--- config.mk ---
export PLATFORM = sky130hd
export DESIGN_NAME = spi_host_master
export DESIGN_NICKNAME = d
export VERILOG_FILES = /design/src/rtl/spi_host_pkg.sv /design/src/rtl/spi_clk_gen.sv /design/src/rtl/spi_host_master.sv
export SDC_FILE = /design/constraint.sdc
export NUM_CORES = 1
export LEC_CHECK = 0
export ABC_AREA = 1
export BUFFER_PORTS_ARGS = -buffer_cell sky130_fd_sc_hd__buf_2
export CAP_MARGIN = 20
export CORE_MARGIN = 4
export CORE_UTILIZATION = 55
export DETAILED_ROUTE_END_ITERATION = 8
export GPL_ROUTABILITY_DRIVEN = 1
export GPL_TIMING_DRIVEN = 0
export PLACE_DENSITY = 0.75
export SLEW_MARGIN = 20
export SYNTH_ARGS = -nofsm -noshare
export SYNTH_HDL_FRONTEND = slang
export SYNTH_HIERARCHICAL = 1
export SYNTH_SLANG_ARGS = --single-unit
--- constraint.sdc ---
create_clock -name clk -period 2.85 [get_ports clk]
set_input_delay 0 -clock clk [delete_from_list [all_inputs] [get_ports clk]]
set_output_delay 0 -clock clk [all_outputs]
set_load 0.005 [all_outputs]
--- src/rtl/spi_host_pkg.sv ---
// Shared types and protocol constants for the SPI host master and its clients.
// The master itself is command-agnostic; the command bytes are for the client logic.
package spi_host_pkg;

  typedef enum logic [2:0] {
    ST_IDLE  = 3'd0,
    ST_SETUP = 3'd1,
    ST_HIGH  = 3'd2,
    ST_LOW   = 3'd3,
    ST_HOLD  = 3'd4,
    ST_GAP   = 3'd5
  } state_t;

  localparam logic [7:0] CMD_LOAD_IMAGE   = 8'h00;
  localparam logic [7:0] CMD_START        = 8'hFF;
  localparam logic [7:0] CMD_COST         = 8'h01;
  localparam logic [7:0] RSP_NOT_READY    = 8'hFF;
  localparam int         LOAD_IMAGE_BYTES = 72;

endpackage

--- src/rtl/spi_clk_gen.sv ---
// SCK half-period timer: counts CLK_DIV enabled cycles per phase and strobes
// o_rise / o_fall on the last cycle of a low / high phase.
module spi_clk_gen #(
  parameter int CLK_DIV = 8
) (
  input  logic clk,
  input  logic n_rst,
  input  logic i_en,
  input  logic i_clr,
  output logic o_rise,
  output logic o_fall
);

  localparam logic [7:0] LAST = 8'(CLK_DIV - 1);

  logic [7:0] r_cnt;
  logic       r_phase;
  logic       w_tick;

  assign w_tick = i_en & ~i_clr & (r_cnt == LAST);
  assign o_rise = w_tick & ~r_phase;
  assign o_fall = w_tick & r_phase;

  always_ff @(posedge clk or negedge n_rst) begin
    if (!n_rst) begin
      r_cnt   <= 8'd0;
      r_phase <= 1'b0;
    end else if (i_clr) begin
      r_cnt   <= 8'd0;
      r_phase <= 1'b0;
    end else if (i_en) begin
      if (r_cnt == LAST) begin
        r_cnt   <= 8'd0;
        r_phase <= ~r_phase;
      end else begin
        r_cnt <= r_cnt + 8'd1;
      end
    end
  end

endmodule

--- src/rtl/spi_host_master.sv ---
// Byte-oriented SPI master (mode 0, LSB first) with held-SS bursts.
// Handshake: a request transfers on any rising edge where req_valid && req_ready.
module spi_host_master
  import spi_host_pkg::*;
#(
  parameter int CLK_DIV = 8
) (
  input  logic       clk,
  input  logic       n_rst,
  input  logic       req_valid,
  output logic       req_ready,
  input  logic       req_read,
  input  logic [7:0] req_data,
  input  logic       req_hold,
  output logic       rsp_valid,
  output logic [7:0] rsp_data,
  output logic       SCK,
  output logic       SS,
  output logic       MOSI,
  input  logic       MISO,
  output state_t     dbg_state
);

  state_t     r_state;
  logic [7:0] r_tx;
  logic [7:0] r_rx;
  logic       r_read;
  logic       r_hold;
  logic [2:0] r_bit;
  logic       r_clr;
  logic       r_sck;
  logic       r_ss;
  logic       r_mosi;
  logic       r_rsp_valid;
  logic [7:0] r_rsp_data;

  logic w_rise;
  logic w_fall;
  logic w_gen_en;
  logic w_accept;

  // Ready is a decode of the state register, held low while reset is asserted.
  assign req_ready = n_rst & ((r_state == ST_IDLE) | (r_state == ST_HOLD));
  assign w_accept  = req_valid & req_ready;
  assign w_gen_en  = (r_state == ST_SETUP) | (r_state == ST_HIGH) |
                     (r_state == ST_LOW)   | (r_state == ST_GAP);

  assign rsp_valid = r_rsp_valid;
  assign rsp_data  = r_rsp_data;
  assign SCK       = r_sck;
  assign SS        = r_ss;
  assign MOSI      = r_mosi;
  assign dbg_state = r_state;

  spi_clk_gen #(.CLK_DIV(CLK_DIV)) u_clk_gen (
    .clk    (clk),
    .n_rst  (n_rst),
    .i_en   (w_gen_en),
    .i_clr  (r_clr),
    .o_rise (w_rise),
    .o_fall (w_fall)
  );

  always_ff @(posedge clk or negedge n_rst) begin
    if (!n_rst) begin
      r_state     <= ST_IDLE;
      r_tx        <= 8'd0;
      r_rx        <= 8'd0;
      r_read      <= 1'b0;
      r_hold      <= 1'b0;
      r_bit       <= 3'd0;
      r_clr       <= 1'b0;
      r_sck       <= 1'b0;
      r_ss        <= 1'b1;
      r_mosi      <= 1'b1;
      r_rsp_valid <= 1'b0;
      r_rsp_data  <= 8'd0;
    end else begin
      r_rsp_valid <= 1'b0;
      r_clr       <= 1'b0;
      case (r_state)
        ST_IDLE, ST_HOLD: begin
          if (w_accept) begin
            r_tx    <= req_data;
            r_read  <= req_read;
            r_hold  <= req_hold;
            r_bit   <= 3'd0;
            // The timer stays cleared for the first SS-low cycle, giving SS one
            // cycle of lead before the SETUP half-period starts counting.
            r_clr   <= 1'b1;
            r_ss    <= 1'b0;
            r_sck   <= 1'b0;
            r_mosi  <= req_read | req_data[0];
            r_state <= ST_SETUP;
          end
        end
        ST_SETUP: begin
          if (w_rise) begin
            r_sck   <= 1'b1;
            r_rx    <= {MISO, r_rx[7:1]};
            r_state <= ST_HIGH;
          end
        end
        ST_HIGH: begin
          if (w_fall) begin
            r_sck   <= 1'b0;
            r_tx    <= {1'b1, r_tx[7:1]};
            r_mosi  <= r_read | r_tx[1];
            r_state <= ST_LOW;
          end
        end
        ST_LOW: begin
          if (w_rise) begin
            if (r_bit == 3'd7) begin
              r_mosi <= 1'b1;
              if (r_read) begin
                r_rsp_valid <= 1'b1;
                r_rsp_data  <= r_rx;
              end
              if (r_hold) begin
                r_state <= ST_HOLD;
              end else begin
                r_ss    <= 1'b1;
                r_state <= ST_GAP;
              end
            end else begin
              r_bit   <= r_bit + 3'd1;
              r_sck   <= 1'b1;
              r_rx    <= {MISO, r_rx[7:1]};
              r_state <= ST_HIGH;
            end
          end
        end
        ST_GAP: begin
          if (w_rise | w_fall) begin
            r_state <= ST_IDLE;
          end
        end
        default: r_state <= ST_IDLE;
      endcase
    end
  end

endmodule

## Word level (Yosys, flattened, before mapping)

Index checks and enable logic that the tools add are counted.

| storage, ports and cells | value |
|---|---|
| bits in registers | 46 |
| bits of input ports | 14 |
| output and inout port bits | 16 |

| cells by class | value |
|---|---|
| add/subtract/negate cells | 2 |
| reduce and logical (&&, ||, !) cells | 19 |
| mux-type cells | 46 |
| bitwise logic cells | 15 |
| equality and inequality tests | 15 |

Operator list:

| cell | number |
|---|---|
| 2-to-1 mux 8 bit | 8 |
| one-hot mux 8 bit (2 select lines) | 2 |
| 2-to-1 mux 3 bit | 9 |
| 2-to-1 mux 1 bit | 22 |
| one-hot mux 3 bit (5 select lines) | 1 |
| AND reduction 5 bit | 3 |
| inequality test 2 bit, second input constant | 6 |
| AND reduction 4 bit | 3 |
| nonzero test 2 bit | 5 |
| equality test 3 bit, second input constant | 3 |
| adder 8 x 1 -> 8 bit, second input constant | 1 |
| equality test 8 x 3 -> 1 bit, second input constant | 1 |
| OR 1 bit | 7 |
| bitwise AND 1 bit | 6 |
| equality test 3 x 2 -> 1 bit, second input constant | 2 |
| one-hot mux 3 bit (2 select lines) | 1 |
| AND reduction 6 bit | 1 |
| inequality test 2 x 1 -> 1 bit, second input constant | 2 |
| one-hot mux 1 bit (4 select lines) | 1 |
| AND reduction 2 bit | 2 |
| nonzero test 4 bit | 1 |
| adder 3 x 1 -> 3 bit, second input constant | 1 |
| equality test 3 x 1 -> 1 bit, second input constant | 1 |
| logical NOT 3 bit | 1 |
| other kinds (6) | 7 |

## Longest topological paths before layout

Gate-level depths: netlist of run 1.

| depth | value |
|---|---|
| word-level depth | 10 |
| gate-level depth with buffers | 14 |

## Modules after synthesis

The synthesis of run 1 kept the hierarchy.

By module, submodules not included:

| module | area each (µm²) | times used | sequential area each (µm²) | cells each |
|---|---|---|---|---|
| spi_host_master | 1774.2 | 1 | 903.4 | 212 |
| spi_clk_gen | 558.0 | 1 | 225.2 | 74 |

## Least setup slack after synthesis of run 1

No wires, ideal clock.

| timing | value |
|---|---|
| path kind | reg-to-reg |
| start | register r_state[0] (netlist: dbg_state[0]) |
| end | register r_bit[0] |
| stages on the path, launching flop included | 14 |
| slack | 0.700 ns |
| setup time | 0.126 ns |
| arrival time | 2.024 ns |
| path buffers | 0 |
| cell sequence | dfrtp_1 inv_1 o21ai_0 inv_1 nor2_1 nand2_2 nor2_4 inv_1 nand2_1 nand2_1 inv_1 nand2_2 nand2_1 o21ai_0 |

| between the ends | value |
|---|---|
| word-level cells in the longest chain between the ends | 9 |
| elaborated cells between the ends (all ways) | 22 |
| those cells by class | eq/ne (8); mux (1); bitwise (9); reduce/logical (4) |

RTL lines:

| element | RTL line | source |
|---|---|---|
| from (decl) | spi_host_master.sv:24 | `state_t r_state;` |
| from (signal assigned) | spi_host_master.sv:66 | `r_state <= ST_IDLE;` |
| from (signal assigned) | spi_host_master.sv:94 | `r_state <= ST_SETUP;` |
| from (signal assigned) | spi_host_master.sv:101 | `r_state <= ST_HIGH;` |
| equality test 3 x 1 -> 1 bit / equality test 3 x 2 -> 1 bit (equally long branches) | spi_host_master.sv:45 | `assign w_gen_en = (r_state == ST_SETUP) \| (r_state == ST_HIGH) \|` |
| OR 1 bit (2 in series) | spi_host_master.sv:45 |  |
| OR 1 bit (*) | spi_host_master.sv:46 | `(r_state == ST_LOW) \| (r_state == ST_GAP);` |
| via w_gen_en | spi_host_master.sv:39 | `logic w_gen_en;` |
| bitwise AND 1 bit (*) (2 in series) | spi_clk_gen.sv:20 | `assign w_tick = i_en & ~i_clr & (r_cnt == LAST);` |
| bitwise AND 1 bit (*) | spi_clk_gen.sv:21 | `assign o_rise = w_tick & ~r_phase;` |
| via w_rise | spi_host_master.sv:37 | `logic w_rise;` |
| inequality test 2 bit (no line) (*) | -- |  |
| AND reduction 4 bit (no line) (*) | -- |  |
| to (signal assigned) | spi_host_master.sv:127 | `r_bit <= r_bit + 3'd1;` |
| to (decl) | spi_host_master.sv:29 | `logic [2:0] r_bit;` |

The timed path passes the listed nets; every way through them passes the cells marked *.
A chain may end at the register's enable or synchronous reset.

## Final worst setup path of run 1

| timing | value |
|---|---|
| start | register r_state[2] (netlist: dbg_state[2]) |
| end | register r_bit[1] |

The elaborated chain is that of the path after synthesis.

==> impl_metrics.ini, run 1 <==
[outcome]
status = finished clean

[sta]
finalSetupViolCount = 0
setup-tns-final_ns = 0
setup_ws_ns = 0.4593
rsz0062_at_grt = no
fin_crit_sh_pct = 83.88
finalHoldViolations = 0
fmax_mhz = 418.3
relSlewSlack_pct = 62.17
layout_min_cycle_time_ns = 2.391
final_max_slew_viol_count = 0
skew_ns = 0.004437
tightest_slew_ns = 0.5675

[min_path]
hold_depth = 5
holdPathEnd = r_tx[6]
hp-start = req_data[6]
hp-class = in -> reg

[floorplan]
rows = 23
fp.coreArea_sq_mm = 0.004058
die_w_um = 73.12
pin_count = 30
die_h_um = 73.12
die_area_sq_mm = 0.005347
initial_core_util_pct = 57.48

[grt]
grt_max_degree = 47
grt_pass1_wl_mm = 8.155
antenna_found_initial = 0
first_global_vias = 1883
track_usage_pct = 19.48
grt-ovfl-total = 0

[clock_network]
clockBufferDepth = 2
clkTransAtPathRegs_ns = 0.08
cts_buffers = 5
cts_sinks = 45
postCtsSetupRepairBufs = 0
cts-root-buf = clkbuf_8
htreeDepth = 2
insertion_delay_ns = 0.29
cts_tree = built

[synth]
syn_inst = 286
synth_warnings = 6
synthSimpleGateAreaFrac_pct = 30.04
syn_area_per_cell_sq_um = 8.155
synth_top_family_by_area = simple AND/OR/NAND/NOR gates
ys_seq_elements = 45
synthAdderAreaFrac_pct = 2.146
synth_compound_gate_area_share_pct = 10.89
synthMuxAreaShare_pct = 0
syn-num-nets = 304
synth_cell_types = 27
yosysSeqAreaShare_pct = 48.39
synthXorXnorAreaFrac_pct = 0.7511
synth_area_sq_mm = 0.002332

[final_layout]
final_common_cell = nand2_1
fillers = 365
fin_util_pct = 66.45
synthToLayoutAreaGrowth_pct = 15.61
multiInputGateArea_sq_mm = 0.001022
seqCellArea_sq_mm = 0.001129
stdcell_count = 377
final_cell_mix = 89 x nand2_1, 43 x dfrtp_1, 35 x inv_1
diodes = 0
layout-drive-gt1-share_pct = 23.24
finish.net_count = 345

[setup_path]
worstReg2RegEnd = r_bit[1]
critPathCaptureType = flop
reg2reg_slack_ns = 0.46
cp-start-kind = flop
cp.required_ns = 3.02
cp_max_fo = 8
r2r_start = dbg_state[2]
ff2ff_path_depth = 14
worstPathArrival_ns = 2.56
worst-setup-path-type = reg -> reg

[power]
cellPowerDensity_mw_per_mm2 = 921.8
vdd_ir_drop_max_uv = 532.0
p_leak_nw = 1.432

[place]
dp_hpwl_mm = 3.295
dp_cells = 365
port-buffer-count = 29
place_congestion = 0.9051
preCtsSetupSlack_ns = 0.3124

[run]
maxCapViolCount = 0

[route]
wire_per_inst_um = 11.99
drt-initial-drc-count = 69
drt_first_pass_iters = 4
vias_per_cell = 4.973
routed_wl_mm = 4.521
drc = 0
ant_nets = 0
via_count = 1875
critical path, stage by stage, from the launching register on:
cell and delay [ns]:
dfrtp_1 0.51, inv_2 0.16, nand2_4 0.08, o21ai_1 0.26
inv_1 0.07, nor2_1 0.17, nand2_2 0.10, nor2_4 0.20
inv_1 0.12, nand2_1 0.12, nand2_1 0.06, inv_1 0.15
nand2_2 0.11, nand2_1 0.08, o21ai_0 0.08
state kept, by name, summed over array words and instances, names as in the netlist:
name and cells:
MOSI 1, SS 1, r_hold 1, dbg_state 3
u_clk_gen/r_phase 1, r_read 1, u_clk_gen/r_cnt 8, rsp_valid 1
r_tx 7, rsp_data 8, r_rx 8, r_bit 3
SCK 1, r_clr 1
worst max path at each step:
stage / startpoint / to / slack, ns / depth (start not counted)
after floorplan: dbg_state[0] / r_bit[0] / 0.70 / 13
after global placement: dbg_state[0] / dbg_state[2] / 0.38 / 13
after detailed placement: dbg_state[0] / r_bit[1] / 0.31 / 13
after CTS: dbg_state[0] / r_bit[1] / 0.29 / 13
after global routing: dbg_state[0] / r_bit[1] / 0.18 / 13
final: dbg_state[2] / r_bit[1] / 0.46 / 14
through the flow:
stage	hold slack, ns	cell area, sq um	total power [mW]
after floorplan	-0.2956	2332	1.777
after global placement	0.2013	2540	1.998
after detailed placement	0.2063	2540	2.044
after CTS	0.001095	2694	2.513
after global routing	0.04224	2696	2.715
final	0.005091	2696	2.486
routing by layer:
metal	vias to the layer above	global-route usage, %	wire length [um]
met1	870	24.38	2033
li1	975	-	-
met5	-	0	0
met2	26	33.27	2315
met3	4	4.683	135
met4	0	5.738	36
power by group:
part           switching, mW  leakage, nW  total, mW  internal [mW]
Clock                  0.199       0.0540      0.454          0.255
Combinational          0.688        0.788       1.07          0.379
Sequential             0.139        0.590      0.965          0.826
Total                   1.03         1.43       2.49           1.46
cell usage after synthesis:
cell type  instances  area, sq um
dfrtp_1           43         1076
nand2_2            4        25.02
buf_6              2        22.52
nor2_2             4        25.02
nor2_1            24        90.09
nand3b_1           2        15.01
o21ai_2           11        96.34
nand3_1           13        65.06
nand2_1           89        334.1
nand3_2            1        10.01
buf_2              1        5.000
xor2_1             1        8.760
nor3_1             1        5.000
o21ai_1            4        20.02
buf_4              1        7.510
nand2_4            4        45.04
nand4_1            2        12.51
o211ai_1           1        7.510
dfstp_2            2        52.55
ha_1               4        50.05
nand3_4            1        17.52
o21ai_0           20        100.1
a21oi_1            6        30.03
nor2_4             5        56.30
inv_2              4        15.01
xnor2_1            1        8.760
inv_1             35        131.4
area by class of cell:
cell class	count	share of cell area [%]
multi-input combinational	198	37.91
inverter	39	5.429
sequential	45	41.86
clock inverter	2	1.299
timing repair buffer	34	7.332
buffer	4	1.299
tap	50	2.320
clock buffer	5	2.552
cells by family after synthesis:
logic type	after synthesis
compound gates	42
xor+xnor	2
simple gates	150
flops	45
fa+ha+maj	4
buf+inv	43
timing repair:
item                                    CTS  global route
hold endpoints to repair                 47             0
resized for setup                         0             1
endpoints found under the setup margin    0             3
hold buffers                              5             0
No activity file was read; power rests on OpenSTA's default activity.
==> run 2, diff against run 1 <==
- ABC_AREA: 1 -> 0
- PLACE_DENSITY: 0.75 -> 0.76
- clock period: 2.85 -> 2.5 ns (I/O delays scaled with it)
==> run 2 against run 1 <==
The flow now finishes with violations (negative setup slack). Die area shrank 5.9%. Register-to-register slack lost 0.49 ns. Total power grew 1.8%. Sequential power grew 14%. Critical path depth decreased by 6. Final cell count down 23%. Flip-flop and latch count unchanged. Sequential share of layout area down 1.5 points. First-iteration DRC count rose by 120%. Via count fell by 11%.
==> impl_metrics.ini, run 2 <==
[synth]
synthSimpleGateAreaFrac_pct = 15.34
synth_compound_gate_area_share_pct = 9.425
synthTopCellsByArea = dfrtp_1 49%, mux2_2 16%, dfstp_2 2.4%, ha_1 2.3%, a21oi_1 2.1%
synth_cell_types = 50
synth_edf_count = 0
yosys.cell_count.top_type = dfrtp_1
synthXorXnorAreaFrac_pct = 1.207
synthAdderAreaFrac_pct = 2.299
synth_area_leader_cell = dfrtp_1
ys_top_cells_by_count = 43 x dfrtp_1, 30 x mux2_2, 10 x nand2_1
synthArstFlopShare_pct = 100.0
synth_top_family_by_area = multiplexers
syn_inst = 178
synth_area_sq_mm = 0.002177
syn_area_per_cell_sq_um = 12.23
synth_warnings = 6
yosysSeqAreaShare_pct = 51.84
yosysTopAreaCellShare_pct = 49.43
synthMuxAreaShare_pct = 17.13
yosys_most_used_dff = dfrtp_1
ys_seq_elements = 45
syn-num-nets = 196

[sta]
rsz0062_at_grt = yes
setup_ws_ns = -0.02934
fmax_mhz = 395.4
tightest_slew_ns = 0.5764
final_max_slew_viol_count = 0
setup-tns-final_ns = -0.1563
finalSetupViolCount = 7
finalHoldViolations = 0
layout_min_cycle_time_ns = 2.529
hold_slack_ns = 0.06371
fin_crit_sh_pct = 101.2
relSlewSlack_pct = 61.57
skew_ns = 0.008384

[place]
place_congestion = 0.8240
dp_hpwl_mm = 2.958
preCtsSetupSlack_ns = -0.3554
dp_cells = 255
port-buffer-count = 29

[final_layout]
finish.net_count = 259
stdcell_count = 290
synthToLayoutAreaGrowth_pct = 28.62
final_cell_mix = 41 x dfrtp_1, 30 x buf_2, 24 x mux2_2
seqCellArea_sq_mm = 0.001131
diodes = 0
final_common_cell = dfrtp_1
fillers = 280
layout-drive-gt1-share_pct = 48.35
multiInputGateArea_sq_mm = 0.001066

[clock_network]
cts_tree = built
insertion_delay_ns = 0.30
cts_sinks = 45
cts-root-buf = clkbuf_8
cts_buffers = 5
clkTransAtPathRegs_ns = 0.09
clockBufferDepth = 2
htreeDepth = 2

[grt]
grt-ovfl-total = 0
grt_pass1_wl_mm = 7.886
grt_max_degree = 50
track_usage_pct = 19.87
first_global_vias = 1669
antenna_found_initial = 0

[outcome]
status = finished with violations
violations = negative setup slack

[floorplan]
die_w_um = 70.92
die_area_sq_mm = 0.005029
pin_count = 30
initial_core_util_pct = 58.16
rows = 22
fp.coreArea_sq_mm = 0.003744
die_h_um = 70.92

[setup_path]
crit_chain = ha_2 -> or4b_4 -> or2_4 -> nor3b_4 -> nand2b_1 -> o21ai_4 -> buf_12 -> mux2_4
cp.required_ns = 2.69
worstPathArrival_ns = 2.71
cpMaxStageDelayCell = or4b_4
cp_max_fo = 8
worst-setup-path-type = reg -> reg
slowest_delay_ns = 0.48
ff2ff_path_depth = 8
critPathCaptureType = flop
cp-start-kind = flop

[power]
totalPowerFinal_mw = 2.531
cellPowerDensity_mw_per_mm2 = 903.7
p_leak_nw = 1.338
vdd_ir_drop_max_uv = 563.6

[min_path]
hp-class = in -> reg
hold_depth = 3

[route]
ant_nets = 0
vias_per_cell = 5.762
drc = 0
wire_per_inst_um = 16.75
drt-initial-drc-count = 154
via_count = 1671
routed_wl_mm = 4.858
drt_first_pass_iters = 4

[run]
maxCapViolCount = 0
## run 2: cell count changes after synthesis, moves of 4 or more
| cell | before | now |
|---|---|---|
| mux2_2 | 0 | 30 |
| o21ai_2 | 11 | 1 |
| nor2_2 | 4 | 0 |
| nand3_1 | 13 | 3 |
| inv_1 | 35 | 3 |
| nor2_1 | 24 | 8 |
| nor2_4 | 5 | 0 |
| nand2_4 | 4 | 0 |
| o21ai_0 | 20 | 6 |
| nand2_1 | 89 | 10 |
| o21ai_1 | 4 | 0 |
| nand2b_1 | 0 | 5 |
## run 2: area by class of cell
| class | instances | share of cell area [%] |
|---|---|---|
| clock inverters | 3 | 0.8937 |
| repair buffers | 57 | 13.67 |
| flip-flops and latches | 45 | 40.39 |
| multi-input cells | 122 | 38.07 |
| well taps | 48 | 2.145 |
| inverters | 4 | 0.5362 |
| plain buffers | 6 | 1.832 |
| clock buffers | 5 | 2.458 |
## run 2: final timing paths
path	slack, ns	to	start
max	-0.03	r_tx[6]	u_clk_gen/r_cnt[1]
max reg2reg	-0.03	r_tx[6]	u_clk_gen/r_cnt[1]
min reg2reg	0.49	r_bit[0]	r_bit[0]
max in group asynchronous	1.87	dbg_state[1]	n_rst
min	0.06	r_tx[1]	req_data[1]
min in group asynchronous	0.22	u_clk_gen/r_cnt[7]	n_rst
## run 2: report_power, final
part | internal, mW | leakage [nW] | switching, mW
registers | 0.934 | 0.576 | 0.168
logic | 0.535 | 0.718 | 0.426
clock network | 0.202 | 0.0447 | 0.265
## run 2: per-stage QoR
stage	cell area [sq um]	utilization, %
after floorplan	2202	-
final	2800	74.80
after global placement	2407	64.30
after detailed placement	2407	64.30
after global routing	2800	74.80
after CTS	2674	71.42
## run 2: cell families after synthesis
group | Yosys count
and+or+nand+nor | 52
muxes | 33
buffers and inverters | 11
DFF | 45
AOI/OAI and AO/OA | 30
adders and majority gates | 4
xor gates and xnor gates | 3
## run 2: repair_timing
action                     4_1_cts  5_1_grt
pin swaps                        4        6
gates resized for setup         11        9
setup buffers                   12       11
hold buffers                     5        0
setup endpoints to repair       29       25
hold endpoints to repair        47        0
cloned                           0        0
## run 2: critical path, delay by kind of cell (launching register included)
kind            cells  cell delay [ns]
fa+ha+maj           1             0.18
buf+inv             1             0.15
flops               1             0.37
mux                 1             0.30
simple gates        4             1.21
compound gates      1             0.20
## run 2: per-layer routing
metal / GRT usage, % / part of all wire (%)
met3: 5.398 / 7.0
met5: 0 / 0
met2: 33.47 / 51
met1: 25.02 / 41
met4: 6.054 / 1.7
